File: config.mk
export PLATFORM = sky130hd
export DESIGN_NAME = data_mem_arbiter_flat
export DESIGN_NICKNAME = d
export VERILOG_FILES = /design/src/rtl/data_mem_arbiter_if.sv /design/src/rtl/data_mem_arbiter.sv /design/src/flat_wrapper.sv
export SDC_FILE = /design/constraint.sdc
export NUM_CORES = 1
export LEC_CHECK = 0
export ABC_AREA = 1
export ABC_CLOCK_PERIOD_IN_PS = 1050
export BUFFER_PORTS_ARGS = -buffer_cell sky130_fd_sc_hd__buf_2
export CORE_UTILIZATION = 40
export DETAILED_ROUTE_END_ITERATION = 7
export GPL_TIMING_DRIVEN = 0
export PLACE_DENSITY_LB_ADDON = 0.08
export SLEW_MARGIN = 15
export SYNTH_ARGS = -nofsm -noshare
export SYNTH_HDL_FRONTEND = slang
export SYNTH_SLANG_ARGS = --single-unit
File: constraint.sdc
create_clock -name clock -period 1.05 [get_ports clock]
set_input_delay 0.0525 -clock clock [delete_from_list [all_inputs] [get_ports clock]]
set_output_delay 0.0525 -clock clock [all_outputs]
set_load 0.05 [all_outputs]
File: src/rtl/data_mem_arbiter_if.sv
// data_mem_arbiter_if: one requester's request/response channel into the data memory arbiter.
interface data_mem_arbiter_if #(
    parameter int ADDR_W = 8,
    parameter int DATA_W = 8
);
    logic              valid;
    logic              ready;
    logic              write;
    logic [ADDR_W-1:0] address;
    logic [DATA_W-1:0] wdata;
    logic              rsp_valid;
    logic [DATA_W-1:0] rsp_rdata;
    logic              rsp_err;

    modport master (
        output valid, write, address, wdata,
        input  ready, rsp_valid, rsp_rdata, rsp_err
    );

    modport slave (
        input  valid, write, address, wdata,
        output ready, rsp_valid, rsp_rdata, rsp_err
    );
endinterface

File: src/rtl/data_mem_arbiter.sv
// data_mem_arbiter: round-robin two-requester arbiter and 3-cycle sequencer for the synchronous data memory.
module data_mem_arbiter #(
    parameter int ADDR_W    = 8,
    parameter int DATA_W    = 8,
    parameter int MEM_DEPTH = 128
) (
    input  logic              clock,
    input  logic              reset,
    data_mem_arbiter_if.slave p0,
    data_mem_arbiter_if.slave p1,
    output logic [ADDR_W-1:0] mem_address,
    output logic [DATA_W-1:0] mem_data_in,
    output logic              mem_write,
    input  logic [DATA_W-1:0] mem_data_out,
    output logic              busy
);
    localparam logic [1:0] IDLE    = 2'd0;
    localparam logic [1:0] ISSUE   = 2'd1;
    localparam logic [1:0] CAPTURE = 2'd2;

    logic [1:0]        state;
    logic              last_grant;
    logic              port;
    logic              lat_write;
    logic              lat_in_range;
    logic              grant;
    logic              accept;
    logic              acc_write;
    logic              acc_in_range;
    logic [ADDR_W-1:0] acc_address;
    logic [DATA_W-1:0] acc_wdata;
    logic [DATA_W-1:0] rdata;

    // on a tie the port that did not win last time is granted
    assign grant        = (p0.valid && p1.valid) ? ~last_grant : p1.valid;
    assign p0.ready     = (state == IDLE) && p0.valid && !grant;
    assign p1.ready     = (state == IDLE) && p1.valid && grant;
    assign accept       = p0.ready || p1.ready;
    assign acc_write    = grant ? p1.write : p0.write;
    assign acc_address  = grant ? p1.address : p0.address;
    assign acc_wdata    = grant ? p1.wdata : p0.wdata;
    assign acc_in_range = {1'b0, acc_address} < (ADDR_W + 1)'(MEM_DEPTH);
    assign rdata        = (!lat_write && lat_in_range) ? mem_data_out : '0;
    assign busy         = state != IDLE;

    always_ff @(posedge clock) begin
        if (!reset) begin
            state        <= IDLE;
            last_grant   <= 1'b1;
            port         <= 1'b0;
            lat_write    <= 1'b0;
            lat_in_range <= 1'b0;
            mem_address  <= '0;
            mem_data_in  <= '0;
            mem_write    <= 1'b0;
            p0.rsp_valid <= 1'b0;
            p0.rsp_rdata <= '0;
            p0.rsp_err   <= 1'b0;
            p1.rsp_valid <= 1'b0;
            p1.rsp_rdata <= '0;
            p1.rsp_err   <= 1'b0;
        end else begin
            p0.rsp_valid <= 1'b0;
            p1.rsp_valid <= 1'b0;
            case (state)
                IDLE: if (accept) begin
                    port         <= grant;
                    last_grant   <= grant;
                    lat_write    <= acc_write;
                    lat_in_range <= acc_in_range;
                    mem_address  <= acc_address;
                    mem_data_in  <= acc_wdata;
                    // out-of-range stores never strobe the memory
                    mem_write    <= acc_write && acc_in_range;
                    state        <= ISSUE;
                end
                ISSUE: begin
                    mem_write <= 1'b0;
                    state     <= CAPTURE;
                end
                CAPTURE: begin
                    if (port) begin
                        p1.rsp_valid <= 1'b1;
                        p1.rsp_rdata <= rdata;
                        p1.rsp_err   <= !lat_in_range;
                    end else begin
                        p0.rsp_valid <= 1'b1;
                        p0.rsp_rdata <= rdata;
                        p0.rsp_err   <= !lat_in_range;
                    end
                    state <= IDLE;
                end
                default: state <= IDLE;
            endcase
        end
    end
endmodule

File: src/flat_wrapper.sv
// flat-port wrapper written by rule: the top's interface ports become plain ports
module data_mem_arbiter_flat 
#(
    parameter int ADDR_W    = 8,
    parameter int DATA_W    = 8,
    parameter int MEM_DEPTH = 128
)
  (clock, reset, mem_address, mem_data_in, mem_write, mem_data_out, busy, p0_valid, p0_write, p0_address, p0_wdata, p0_ready, p0_rsp_valid, p0_rsp_rdata, p0_rsp_err, p1_valid, p1_write, p1_address, p1_wdata, p1_ready, p1_rsp_valid, p1_rsp_rdata, p1_rsp_err);
  data_mem_arbiter_if #(.ADDR_W(ADDR_W), .DATA_W(DATA_W)) p0_i ();
  data_mem_arbiter_if #(.ADDR_W(ADDR_W), .DATA_W(DATA_W)) p1_i ();
  input  logic clock;
  input  logic reset;
  output logic [ADDR_W-1:0] mem_address;
  output logic [DATA_W-1:0] mem_data_in;
  output logic mem_write;
  input  logic [DATA_W-1:0] mem_data_out;
  output logic busy;
  input wire logic [$bits(p0_i.valid)-1:0] p0_valid;
  input wire logic [$bits(p0_i.write)-1:0] p0_write;
  input wire logic [$bits(p0_i.address)-1:0] p0_address;
  input wire logic [$bits(p0_i.wdata)-1:0] p0_wdata;
  output wire logic [$bits(p0_i.ready)-1:0] p0_ready;
  output wire logic [$bits(p0_i.rsp_valid)-1:0] p0_rsp_valid;
  output wire logic [$bits(p0_i.rsp_rdata)-1:0] p0_rsp_rdata;
  output wire logic [$bits(p0_i.rsp_err)-1:0] p0_rsp_err;
  input wire logic [$bits(p1_i.valid)-1:0] p1_valid;
  input wire logic [$bits(p1_i.write)-1:0] p1_write;
  input wire logic [$bits(p1_i.address)-1:0] p1_address;
  input wire logic [$bits(p1_i.wdata)-1:0] p1_wdata;
  output wire logic [$bits(p1_i.ready)-1:0] p1_ready;
  output wire logic [$bits(p1_i.rsp_valid)-1:0] p1_rsp_valid;
  output wire logic [$bits(p1_i.rsp_rdata)-1:0] p1_rsp_rdata;
  output wire logic [$bits(p1_i.rsp_err)-1:0] p1_rsp_err;
  assign p0_i.valid = p0_valid;
  assign p0_i.write = p0_write;
  assign p0_i.address = p0_address;
  assign p0_i.wdata = p0_wdata;
  assign p0_ready = p0_i.ready;
  assign p0_rsp_valid = p0_i.rsp_valid;
  assign p0_rsp_rdata = p0_i.rsp_rdata;
  assign p0_rsp_err = p0_i.rsp_err;
  assign p1_i.valid = p1_valid;
  assign p1_i.write = p1_write;
  assign p1_i.address = p1_address;
  assign p1_i.wdata = p1_wdata;
  assign p1_ready = p1_i.ready;
  assign p1_rsp_valid = p1_i.rsp_valid;
  assign p1_rsp_rdata = p1_i.rsp_rdata;
  assign p1_rsp_err = p1_i.rsp_err;
  data_mem_arbiter #(.ADDR_W(ADDR_W), .DATA_W(DATA_W), .MEM_DEPTH(MEM_DEPTH)) u_core (.clock(clock), .reset(reset), .p0(p0_i), .p1(p1_i), .mem_address(mem_address), .mem_data_in(mem_data_in), .mem_write(mem_write), .mem_data_out(mem_data_out), .busy(busy));
endmodule
==> results.sh, run 1 <==
export IMPL_critical_path_buf_inv_count=3
export IMPL_synth_compound_area_share_pct=14.0
export IMPL_path_cells="nand2_4 -> buf_6 -> nand3_4 -> nand2_4 -> buf_8 -> clkbuf_16 -> o21ai_2 -> nor2_1"
export IMPL_hpwl_mm=3.17
export IMPL_grt_pass1_wl_mm=7.20
export IMPL_worst_setup_path_type="reg -> reg"
export IMPL_crit_required_ns=1.24
export IMPL_violations="setup timing"
export IMPL_syn_cell_area_um2=1780
export IMPL_pwr_share_comb_pct=32.9
export IMPL_grt_pass1_vias=1656
export IMPL_rows=23
export IMPL_die_w_um=68.8
export IMPL_layout_setup_ws_ns=-0.227
export IMPL_powerDensity_nw_per_um2=1520
export IMPL_cts_sink_count=43
export IMPL_core_area_um2=4140
export IMPL_p_total_w=0.00435
export IMPL_diodes=0
export IMPL_synth_seq_cells=43
export IMPL_finalCritPeriodShare_pct=122
export IMPL_syn_avg_cell_area_um2=7.25
export IMPL_syn_nets=292
export IMPL_hp_class="in -> reg"
export IMPL_synth_yosys_seq_area_share_pct=48.2
export IMPL_yosys_most_used_dff="dfxtp_1"
export IMPL_synth_simple_gate_area_share_pct=29.9
export IMPL_synthToLayoutAreaGrowth_pct=60.0
export IMPL_setup_viol=41
export IMPL_sw_frac_of_total_pct=35.7
export IMPL_track_usage_pct=20.7
export IMPL_power_internal_w=0.00280
export IMPL_hold_violations=0
export IMPL_clkPwrFrac_pct=24.5
export IMPL_endpoint_kind="register"
export IMPL_numPortBuffers=85
export IMPL_status="finished with violations"
export IMPL_final_core_util_pct=68.9
export IMPL_p_sw_w=0.00155
export IMPL_tns_ns=-4.62
export IMPL_grt_overflow_total=0
export IMPL_fmax_ghz=0.783
export IMPL_final_net_count=409
export IMPL_synth_xor_area_share_pct=0
export IMPL_drt_wl_total_mm=5.10
export IMPL_tightest_slew_ns=0.584
export IMPL_yosys_area_top_type="dfxtp_1"
export IMPL_ys_top_cells_by_area="dfxtp_1, nand2_1, nor2_1"
export IMPL_cp_slowest_stage_delay_ns=0.36
export IMPL_antenna_found_initial=0
export IMPL_layout_drive_gt1_share_pct=49.3
export IMPL_critical_path_top_delay_family="buffers and inverters"
export IMPL_fin_skew_ns=0.00790
export IMPL_cts_tree="yes"
export IMPL_drt_first_pass_iters=4
export IMPL_fin_crit_ns=1.28
export IMPL_ys_warn_count=0
export IMPL_ant_nets=0
export IMPL_pin_count=86
export IMPL_yosys_area_share_adder_pct=0
export IMPL_yosys_cell_types_count=21
export IMPL_die_h_um=68.8
export IMPL_cpMostUsedCell="nand2_4"
export IMPL_drv_slew=0
export IMPL_share_seq_of_total_power_pct=42.7
export IMPL_final_fill_count=360
export IMPL_cap_violations=0
export IMPL_initialDrtViolationCount=77
export IMPL_slew_headroom_pct=61.1
export IMPL_viasPerCell=4.75
export IMPL_place_gp_congestion=0.767
export IMPL_worstPathMaxFanout=6
export IMPL_drc=0
export IMPL_cts_max_path_buffers=2
export IMPL_wl_per_cell_um=12.3
export IMPL_synth_top_area_share_pct=48.2
export IMPL_grt_max_degree=17
export IMPL_cts_buffers=5
export IMPL_synth_edff_count=0
export IMPL_clkSlewWorstSetupHoldPaths_ns=0.08
export IMPL_synth_mux_area_share_pct=0
export IMPL_netlist_top_cells_count="nand2_1, nor2_1, dfxtp_1"
export IMPL_cp_start_kind="register"
export IMPL_peakVddDrop_uv=1010
export IMPL_design_die_area_um2=4730
export IMPL_whs_ns=0.0387
export IMPL_synthCells=246
export IMPL_rsz0062_at_grt="yes"
export IMPL_h_tree_depth=2
export IMPL_power_leakage_nw=1.47
export IMPL_start_util_pct=43.1
export IMPL_yosysMostFrequentCell="nand2_1"
export IMPL_cp_arrival_ns=1.47
export IMPL_async_reset_ff_share_pct=0
export IMPL_synth_top_family_by_area="simple AND/OR/NAND/NOR gates"
export IMPL_critical_path_slowest_cell="dfxtp_2"
export IMPL_routed_via_count=1961
export IMPL_clockRootBuffer="clkbuf_8"
export IMPL_clkLatencyLatePin_ns=0.29
[state kept, by name, summed over array words and instances (netlist names)]
| signal | count |
|---|---|
| u_core.mem_address | 8 |
| u_core.port | 1 |
| u_core.state | 2 |
| u_core.last_grant | 1 |
| u_core.mem_write | 1 |
| u_core.lat_write | 1 |
| u_core.p0.rsp_valid | 1 |
| u_core.p1.rsp_err | 1 |
| u_core.mem_data_in | 8 |
| u_core.p0.rsp_err | 1 |
| u_core.p1.rsp_rdata | 8 |
| u_core.p0.rsp_rdata | 8 |
| u_core.p1.rsp_valid | 1 |
| u_core.lat_in_range | 1 |
[through the flow]
step | setup slack (ns) | area (um2) | std cells
after floorplan | -0.0591 | 1810 | 246
after global placement | -0.219 | 2300 | 381
after detailed placement | -0.216 | 2300 | 381
after CTS | -0.198 | 2580 | 398
after global routing | -0.275 | 2850 | 413
final | -0.227 | 2850 | 413
[logic make-up after synthesis]
| logic type | count (synthesis) |
|---|---|
| AOI/OAI and AO/OA | 49 |
| buffers and inverters | 25 |
| DFF | 43 |
| and+or+nand+nor | 129 |
[power by group through the flow]
stage	clock network (W)	logic (W)	registers, W
after floorplan	0	0.000465	0.00223
after global placement	0	0.00112	0.00186
after detailed placement	0	0.00113	0.00187
after CTS	0.00107	0.00127	0.00185
after global routing	0.00113	0.00154	0.00187
final	0.00106	0.00143	0.00186
[tightest hold or removal path: cells and delay by family]
family                 cells  cell delay (ns)
buffers and inverters      1             0.09
AND/OR/NAND/NOR            1             0.09
AO/OA/AOI/OAI              1             0.06
[final timing paths]
kind	from	slack, ns	end	depth (start not counted)
max	u_core.last_grant	-0.23	u_core.mem_data_in[2]	8
max reg2reg	u_core.last_grant	-0.23	u_core.mem_data_in[2]	8
min reg2reg	u_core.lat_in_range	0.45	u_core.p1.rsp_err	1
min	mem_data_out[0]	0.04	u_core.p1.rsp_rdata[0]	3
[area by class of cell]
cell class | count | area, um2 | share of cell area (%)
repair buffers | 111 | 704 | 24.7
inverters | 15 | 66.3 | 2.32
plain buffers | 9 | 98.8 | 3.46
multi-input cells | 178 | 965 | 33.8
flip-flops and latches | 43 | 870 | 30.5
clock inverters | 1 | 5.00 | 0.175
clock buffers | 6 | 82.6 | 2.89
well taps | 50 | 62.6 | 2.19
[layer usage]
layer	GRT usage, %	routed length [um]
met3	3.95	205
met1	27.6	2350
met2	33.6	2460
met4	6.89	76
met5	0	0
[cells in the final DEF, fill, tap and decap left out]
cell type,instances
buf_2,82
buf_4,18
nor2_4,4
buf_12,1
clkinv_2,1
a21oi_2,9
nand2_1,60
buf_6,9
nand3_2,1
a21oi_1,7
dfxtp_4,1
clkbuf_8,6
inv_1,10
nand3_4,2
o21ai_2,20
nand2_4,6
nand3b_1,1
dfxtp_1,38
buf_8,5
dfxtp_2,4
inv_6,1
nand4_1,1
o21ai_1,7
inv_4,2
o21ai_0,6
nor2_2,3
clkbuf_16,2
nor2_1,48
clkbuf_1,3
nand3_1,3
inv_2,2
[timing repair]
item                                    in CTS  in global routing
setup buffers                                9                 13
endpoints found under the hold margin        0                  0
hold buffers                                 0                  0
cloned                                       2                  2
pin swaps                                    5                 12
endpoints found under the setup margin      41                 40
gates resized for setup                     47                 46
No activity file was read; power rests on OpenSTA's default activity.
==> inputs of run 2 (changes only) <==
Settings changed: CORE_MARGIN set to 10, SKIP_LAST_GASP set to 1.
==> run 2 against run 1 <==
Against the previous run:
- the run still ends with setup timing left
- sequential share of layout area up 0.37 points
- wire length increased by 13%
- die area rose by 59%
- hold slack got worse by 0.0066 ns
- final cell count rose by 0.24%
- utilization fell by 3.5 points
- clock skew decreased by 0.0022 ns
- non-clock buffer count is 2 lower
- power grew 5.4%
- critical path depth stayed put
- register-to-register slack barely moved
- critical endpoint is now u_core.mem_data_in[5]
==> results.sh, run 2 (synthesis results as in run 1) <==
export IMPL_design_die_area_um2=7530
export IMPL_use_met1_pct=17.0
export IMPL_drv_slew=0
export IMPL_rows=24
export IMPL_track_usage_pct=14.5
export IMPL_critical_path_slowest_cell="dfxtp_2"
export IMPL_routed_via_count=1926
export IMPL_critical_path_top_delay_family="buffers and inverters"
export IMPL_pin_count=86
export IMPL_clkLatencyLatePin_ns=0.29
export IMPL_cp_start_kind="register"
export IMPL_use_met3_pct=6.10
export IMPL_endpoint_kind="register"
export IMPL_grt_max_degree=14
export IMPL_final_cell_mix="buf_2, nand2_1, nor2_1"
export IMPL_clkSlewWorstSetupHoldPaths_ns=0.08
export IMPL_tns_ns=-4.46
export IMPL_grt_pass1_wl_mm=8.99
export IMPL_tightest_slew_ns=0.551
export IMPL_powerDensity_nw_per_um2=1620
export IMPL_cp_arrival_ns=1.46
export IMPL_final_common_cell="buf_2"
export IMPL_final_fill_count=415
export IMPL_post_place_ws_ns=-0.294
export IMPL_antenna_found_initial=0
export IMPL_cap_violations=0
export IMPL_wl_per_cell_um=13.9
export IMPL_grt_use_met2_pct=23.6
export IMPL_place_gp_congestion=0.741
export IMPL_busiest_layer="met2"
export IMPL_diodes=0
export IMPL_path_cells="nand2_4 -> buf_6 -> nand3_4 -> nand2_4 -> buf_8 -> clkbuf_16 -> o21ai_1 -> nor2_1"
export IMPL_grt_pass1_vias=1962
export IMPL_final_core_util_pct=65.4
export IMPL_hold_violations=0
export IMPL_power_leakage_nw=1.47
export IMPL_violations="setup timing"
export IMPL_start_util_pct=41.3
export IMPL_initialDrtViolationCount=101
export IMPL_hp_class="in -> reg"
export IMPL_grt_overflow_total=0
export IMPL_synthToLayoutAreaGrowth_pct=58.5
export IMPL_finalCritPeriodShare_pct=121
export IMPL_fmax_ghz=0.785
export IMPL_cpMostUsedCell="nand2_4"
export IMPL_ctsHoldBuffers=0
export IMPL_fin_crit_ns=1.27
export IMPL_worstPathMaxFanout=6
export IMPL_layout_setup_ws_ns=-0.223
export IMPL_cts_tree="yes"
export IMPL_die_w_um=86.8
export IMPL_cts_buffers=5
export IMPL_cts_sink_count=43
export IMPL_numPortBuffers=85
export IMPL_clockRootBuffer="clkbuf_8"
export IMPL_cts_max_path_buffers=2
export IMPL_rsz0062_at_grt="yes"
export IMPL_drt_wl_total_mm=5.75
export IMPL_peakVddDrop_uv=1230
export IMPL_core_area_um2=4320
export IMPL_fin_skew_ns=0.00574
export IMPL_cp_slowest_stage_delay_ns=0.36
export IMPL_worst_setup_path_type="reg -> reg"
export IMPL_crit_required_ns=1.24
export IMPL_drc=0
export IMPL_die_h_um=86.8
export IMPL_layout_drive_gt1_share_pct=45.3
export IMPL_multiInputGateArea_um2=911
export IMPL_hpwl_mm=4.00
export IMPL_ant_nets=0
export IMPL_h_tree_depth=2
export IMPL_status="finished with violations"
export IMPL_setup_viol=33
export IMPL_final_net_count=407
export IMPL_whs_ns=0.0321
export IMPL_seq_area_um2=872
export IMPL_slew_headroom_pct=63.3
export IMPL_viasPerCell=4.65
export IMPL_drt_first_pass_iters=4
export IMPL_critical_path_buf_inv_count=3
==> run 2: cell types whose count changed in the layout (fill, tap and decap cells not counted), sizes merged <==
cell	before	now
bufinv	0	1
buf	115	113
==> run 2: final cells by class <==
type | count | share of cell area [%]
inverters | 15 | 2.43
flip-flops and latches | 43 | 30.8
clock buffers | 6 | 2.92
multi-input cells | 178 | 32.2
repair buffers | 108 | 24.0
clock inverters | 2 | 1.24
plain buffers | 10 | 4.03
well taps | 52 | 2.30
==> run 2: repair_timing <==
| action | in CTS | in global routing |
|---|---|---|
| pin swaps | 5 | 8 |
| resized for setup | 40 | 37 |
| setup endpoints to repair | 41 | 42 |
| cloned | 2 | 2 |
| setup buffers | 12 | 8 |
==> run 2: power by group <==
| group | switching, W | internal, W | total (W) |
|---|---|---|---|
| clock network | 0.000564 | 0.000770 | 0.00133 |
| logic | 0.000900 | 0.000501 | 0.00140 |
| registers | 0.0000911 | 0.00176 | 0.00185 |
==> run 2: stage by stage <==
step           total power (W)  std cells  instance area, um2
6_report               0.00459        414                2830
5_1_grt                0.00481        414                2830
4_1_cts                0.00447        405                2630
3_5_place_dp           0.00301        383                2300
3_3_place_gp           0.00300        383                2300
2_1_floorplan          0.00269        246                1810
==> run 2: layer usage <==
| metal | vias to the layer above | routed length (um) |
|---|---|---|
| met4 | 0 | 56 |
| met3 | 7 | 439 |
| li1 | 1008 | - |
| met2 | 51 | 2760 |
| met1 | 860 | 2490 |
| met5 | - | 0 |
==> run 2: tightest hold or removal path, cell delays in order <==
cell,delay (ns)
buf_2,0.09
nand2_1,0.07
a21oi_1,0.06
==> run 2: path summary, 6_finish.rpt <==
| check | startpoint | endpoint | slack [ns] | cells after the start |
|---|---|---|---|---|
| worst max-delay path | u_core.last_grant | u_core.mem_data_in[5] | -0.22 | 8 |
| worst max register to register | u_core.last_grant | u_core.mem_data_in[5] | -0.22 | 8 |
| worst min register to register | u_core.lat_in_range | u_core.p1.rsp_err | 0.46 | 1 |
| worst min-delay path | mem_data_out[2] | u_core.p1.rsp_rdata[2] | 0.03 | 3 |
